File: src/rtl/uart_tx_arbiter.sv
// Round-robin arbiter sharing one UART transmitter between NUM_REQ byte producers.
// Each grant pulses transmit, then waits for is_transmitting to rise and fall before re-arbitrating.
module uart_tx_arbiter #(
    parameter int NUM_REQ       = 4,
    parameter int ID_W          = 2,
    parameter int START_TIMEOUT = 15
) (
    input  logic                 clk,
    input  logic                 rst,
    input  logic [NUM_REQ-1:0]   req_valid,
    input  logic [8*NUM_REQ-1:0] req_data,
    output logic [NUM_REQ-1:0]   req_ready,
    output logic                 uart_transmit,
    output logic [7:0]           uart_tx_byte,
    input  logic                 uart_is_transmitting,
    output logic [ID_W-1:0]      grant_id,
    output logic                 busy,
    output logic                 tx_done,
    output logic                 timeout_err
);
    typedef enum logic [1:0] {IDLE, ISSUE, WAIT_BUSY, WAIT_DONE} state_t;

    localparam logic [7:0]      TIMER_LAST = 8'(START_TIMEOUT - 1);
    localparam logic [ID_W-1:0] RR_INIT    = ID_W'(NUM_REQ - 1);

    state_t               state_q, state_d;
    logic [ID_W-1:0]      rr_last_q, rr_last_d;
    logic [7:0]           timer_q, timer_d;
    logic [NUM_REQ-1:0]   req_ready_q, req_ready_d;
    logic                 uart_transmit_q, uart_transmit_d;
    logic [7:0]           uart_tx_byte_q, uart_tx_byte_d;
    logic [ID_W-1:0]      grant_id_q, grant_id_d;
    logic                 busy_q, busy_d;
    logic                 tx_done_q, tx_done_d;
    logic                 timeout_err_q, timeout_err_d;

    logic                 hi_found, lo_found;
    logic [ID_W-1:0]      hi_idx, lo_idx, winner;
    logic [7:0]           win_byte;
    logic [NUM_REQ-1:0]   win_onehot;

    // Winner: lowest valid index above rr_last, otherwise lowest valid index at or below it.
    always_comb begin
        hi_found = 1'b0;
        lo_found = 1'b0;
        hi_idx   = '0;
        lo_idx   = '0;
        for (int i = NUM_REQ - 1; i >= 0; i--) begin
            if (req_valid[i]) begin
                if (ID_W'(i) > rr_last_q) begin
                    hi_found = 1'b1;
                    hi_idx   = ID_W'(i);
                end else begin
                    lo_found = 1'b1;
                    lo_idx   = ID_W'(i);
                end
            end
        end
        winner     = hi_found ? hi_idx : lo_idx;
        win_byte   = '0;
        win_onehot = '0;
        for (int i = 0; i < NUM_REQ; i++) begin
            if (winner == ID_W'(i)) begin
                win_byte      = req_data[8*i +: 8];
                win_onehot[i] = 1'b1;
            end
        end
    end

    // NOTE: every _d gets a default first so no path through the case infers a latch.
    always_comb begin
        state_d         = state_q;
        rr_last_d       = rr_last_q;
        timer_d         = timer_q;
        req_ready_d     = '0;
        uart_transmit_d = 1'b0;
        uart_tx_byte_d  = uart_tx_byte_q;
        grant_id_d      = grant_id_q;
        tx_done_d       = 1'b0;
        timeout_err_d   = 1'b0;

        case (state_q)
            IDLE: begin
                if ((hi_found || lo_found) && !uart_is_transmitting) begin
                    uart_tx_byte_d  = win_byte;
                    grant_id_d      = winner;
                    rr_last_d       = winner;
                    req_ready_d     = win_onehot;
                    uart_transmit_d = 1'b1;
                    state_d         = ISSUE;
                end
            end
            ISSUE: begin
                timer_d = '0;
                state_d = WAIT_BUSY;
            end
            WAIT_BUSY: begin
                if (uart_is_transmitting) begin
                    state_d = WAIT_DONE;
                end else if (timer_q == TIMER_LAST) begin
                    timeout_err_d = 1'b1;
                    state_d       = IDLE;
                end else if (timer_q != 8'hFF) begin
                    timer_d = timer_q + 8'd1;
                end
            end
            WAIT_DONE: begin
                if (!uart_is_transmitting) begin
                    tx_done_d = 1'b1;
                    state_d   = IDLE;
                end
            end
            default: state_d = IDLE;
        endcase

        busy_d = (state_d != IDLE);
    end

    // NOTE: sequential state uses non-blocking assignments so all flops update from pre-edge values.
    always_ff @(posedge clk or posedge rst) begin
        if (rst) begin
            state_q         <= IDLE;
            rr_last_q       <= RR_INIT;
            timer_q         <= '0;
            req_ready_q     <= '0;
            uart_transmit_q <= 1'b0;
            uart_tx_byte_q  <= '0;
            grant_id_q      <= '0;
            busy_q          <= 1'b0;
            tx_done_q       <= 1'b0;
            timeout_err_q   <= 1'b0;
        end else begin
            state_q         <= state_d;
            rr_last_q       <= rr_last_d;
            timer_q         <= timer_d;
            req_ready_q     <= req_ready_d;
            uart_transmit_q <= uart_transmit_d;
            uart_tx_byte_q  <= uart_tx_byte_d;
            grant_id_q      <= grant_id_d;
            busy_q          <= busy_d;
            tx_done_q       <= tx_done_d;
            timeout_err_q   <= timeout_err_d;
        end
    end

    assign req_ready     = req_ready_q;
    assign uart_transmit = uart_transmit_q;
    assign uart_tx_byte  = uart_tx_byte_q;
    assign grant_id      = grant_id_q;
    assign busy          = busy_q;
    assign tx_done       = tx_done_q;
    assign timeout_err   = timeout_err_q;

endmodule

File: config.mk
export PLATFORM = sky130hd
export DESIGN_NAME = uart_tx_arbiter
export DESIGN_NICKNAME = d
export VERILOG_FILES = /design/src/rtl/uart_tx_arbiter.sv
export SDC_FILE = /design/constraint.sdc
export NUM_CORES = 1
export LEC_CHECK = 0
export ABC_AREA = 1
export CAP_MARGIN = 0
export CELL_PAD_IN_SITES_DETAIL_PLACEMENT = 1
export CELL_PAD_IN_SITES_GLOBAL_PLACEMENT = 2
export CORE_AREA = 5 5 95 97
export CTS_CLUSTER_SIZE = 14
export DETAILED_ROUTE_END_ITERATION = 12
export DIE_AREA = 0 0 100 102
export PLACE_DENSITY = 0.82
export REMOVE_ABC_BUFFERS = 1
export SYNTH_ARGS = -nofsm -noshare
export SYNTH_HDL_FRONTEND = slang
export SYNTH_SLANG_ARGS = --single-unit
File: constraint.sdc
create_clock -name clk -period 1.6 [get_ports clk]
set_clock_uncertainty 0.05 [all_clocks]
set_input_delay 0.16 -clock clk [delete_from_list [all_inputs] [get_ports clk]]
set_output_delay 0.16 -clock clk [all_outputs]
set_load 0.02 [all_outputs]
==> impl_metrics.json <==
{
  "slowest_stage": "dfstp_2",
  "reg2reg_to": "uart_tx_byte[2]$_DFFE_PP0P_",
  "worstPathRequired_ns": 1.73,
  "first_iter_violations": 57,
  "utilization": 0.396,
  "dr.pass1.iters": 4,
  "netlist_instances": 235,
  "gr-total-overflow": 0,
  "min_path_type": "primary input to asynchronous set/reset pin",
  "yosysMostFrequentCell": "nand2_1",
  "h-tree-depth": 2,
  "grt_pass1_wl_um": 10300,
  "ys_seq_area_frac": 0.433,
  "synthToLayoutAreaGrowth_pct": 83.5,
  "holdBufCountCts": 0,
  "end_kind": "flop",
  "ys_top_cells_by_area": "dfrtp_1, nand2_1, nand3_1",
  "insertedDiodeCount": 0,
  "vias": 1897,
  "path_class": "flop to flop",
  "die_y_um": 102,
  "crit_path_cell_trace": "nor2_2, nand2_2, buf_4, nand2_2, inv_2, nand2_8, buf_16, o21ai_1, nand3_2, nand2_1, nand2_1",
  "synth_top_area_share": 0.403,
  "max_stage_delay_ns": 0.60,
  "numCtsBuffers": 5,
  "clock-sinks": 30,
  "timing.final.crit_share": 1.12,
  "cp-start-kind": "flop",
  "p_leak_nw": 1.49,
  "critPathMaxFanout": 9,
  "rsz0062_at_grt": "yes",
  "root_buffer": "clkbuf_8",
  "gr-usage-all-layers": 0.128,
  "fin_ws_ns": -0.193,
  "place_hpwl_um": 4310,
  "seqCellArea_um2": 753,
  "avgSynthCellArea_um2": 7.40,
  "ant_nets": 0,
  "wl_per_cell_um": 15.1,
  "antenna_found_initial": 0,
  "numPortBuffers": 56,
  "synthFlopType": "dfrtp_1",
  "synthArstFlopShare": 1.00,
  "period_needed_ns": 1.79,
  "fp.dieW_um": 100,
  "fill_cells": 938,
  "timing.slew.headroom": 0.654,
  "hold_viol": 0,
  "path_clk_slew_ns": 0.07,
  "ys_seq_elements": 30,
  "drc": 0,
  "design.portCount": 57,
  "p_per_area_nw_per_um2": 1530,
  "violations": "negative setup slack",
  "initial_core_util": 0.216,
  "nets": 369,
  "wl_um": 6570,
  "report.final.slew_viol_count": 0,
  "status": "complete, but fails checks",
  "ir_worst_vdd_mv": 0.567,
  "cts_buffer_depth": 2,
  "ys_top_cells_by_count": "nand2_1, nand3_1, dfrtp_1",
  "core-area_um2": 8050,
  "critical_path_arrival_ns": 1.92,
  "grt_max_degree": 31,
  "worst_pin_slew_ns": 0.517,
  "synth_edf_count": 0,
  "max_freq_mhz": 558,
  "die_area_um2": 10200,
  "cts_tree": "yes",
  "drv_cap": 0,
  "gp_congestion": 0.822,
  "drive_gt1_frac": 0.331,
  "yosys_warnings": 0,
  "vias_per_cell": 4.37,
  "setup_violations": 25,
  "synth_area_um2": 1740,
  "synth_cell_type_count": 24,
  "r2r_cells": 11,
  "fp-row-count": 33,
  "clkLatencyLatePin_ns": 0.28,
  "setup_tns_ns": -2.22,
  "grt_pass1_vias": 2111,
  "rrSetupSlack_ns": -0.19,
  "yosys.area.top_type": "dfrtp_1",
  "total_power_w": 0.00489,
  "multi_input_area_um2": 1100,
  "r2r_start": "rr_last_q[1]$_DFFE_PP1P_"
}
==> cells in the final DEF, fill, tap and decap left out, types with 2 or more instances in the layout <==
master	n
inv_1	23
clkdlybuf4s50_1	56
buf_4	22
o21ai_2	5
dfrtp_1	28
nand4_1	5
nor2_1	11
nand2_8	3
buf_16	3
clkbuf_8	6
o21ai_0	4
o21ai_1	5
xor2_1	3
nand2_1	51
inv_2	4
buf_12	3
a21oi_1	2
nand3_2	7
nand2_4	8
nor2_2	5
dfstp_2	2
buf_6	10
nor2_4	5
nand3_1	24
nand2_2	15
nand3b_1	7
==> final cells by class <==
type,instances,area share
Inverter,28,0.0337
Timing Repair Buffer,94,0.308
Tap cell,105,0.0412
Sequential cell,30,0.236
Clock buffer,7,0.0271
Multi-Input combinational cell,169,0.345
Clock inverter,1,0.00942
==> how the worst max path moves through the flow <==
| stage | endpoint | slack (ns) | startpoint |
|---|---|---|---|
| floorplan | uart_tx_byte[5]$_DFFE_PP0P_ | -0.16 | rr_last_q[1]$_DFFE_PP1P_ |
| global placement | uart_tx_byte[5]$_DFFE_PP0P_ | -0.21 | req_valid[3] |
| detailed placement | uart_tx_byte[5]$_DFFE_PP0P_ | -0.27 | req_valid[3] |
| CTS | uart_tx_byte[5]$_DFFE_PP0P_ | -0.16 | rr_last_q[1]$_DFFE_PP1P_ |
| global route | uart_tx_byte[3]$_DFFE_PP0P_ | -0.31 | rr_last_q[1]$_DFFE_PP1P_ |
| finish | uart_tx_byte[2]$_DFFE_PP0P_ | -0.19 | rr_last_q[1]$_DFFE_PP1P_ |
==> registers in the layout (all words and copies together), names as in the netlist <==
signal         flops
grant_id           2
timer_q            8
rr_last_q          2
busy               1
req_ready          4
timeout_err        1
uart_transmit      1
state_q            2
uart_tx_byte       8
tx_done            1
==> what timing repair did <==
item                       4_1_cts  5_1_grt
cloned                           4        1
setup endpoints to repair       25       27
setup buffers                    8        4
resized for setup               35       60
pin swaps                        3       25
hold endpoints to repair         0        0
==> power by group <==
part           total (W)  leakage, nW  switching [W]  internal (W)
clock           0.000806       0.0585       0.000299      0.000508
combinational    0.00290         1.05        0.00150       0.00140
sequential       0.00119        0.386       0.000195      0.000992
==> per-stage QoR <==
step           hold slack, ns  area, µm²  std cells  setup slack [ns]
2_1_floorplan           0.187       1670        226            -0.161
3_3_place_gp            0.410       2550        409            -0.210
3_5_place_dp            0.418       2550        409            -0.266
4_1_cts                 0.228       2920        429            -0.155
5_1_grt                 0.254       3190        434            -0.308
6_report                0.210       3190        434            -0.193
==> routing by layer <==
| metal | track usage | vias up | share of wire |
|---|---|---|---|
| li1 | - | 937 | - |
| met1 | 0.145 | 900 | 0.40 |
| met2 | 0.238 | 49 | 0.53 |
| met3 | 0.0362 | 11 | 0.047 |
| met4 | 0.0332 | 0 | 0.020 |
| met5 | 0 | - | 0 |
==> critical path, delay by kind of cell, from the launching register on <==
kind | cells | cell delay [ns]
flip-flops | 1 | 0.60
AND/OR/NAND/NOR | 7 | 0.50
buffers and inverters | 3 | 0.38
AO/OA/AOI/OAI | 1 | 0.15
==> kinds of logic after synthesis <==
| kind of cell | share of synthesized area |
|---|---|
| adders and majority gates | 0.0144 |
| and+or+nand+nor | 0.376 |
| xor gates and xnor gates | 0.0151 |
| AOI/OAI and AO/OA | 0.0598 |
| buffers and inverters | 0.102 |
| DFF | 0.433 |
No activity file was read; power rests on OpenSTA's default activity.
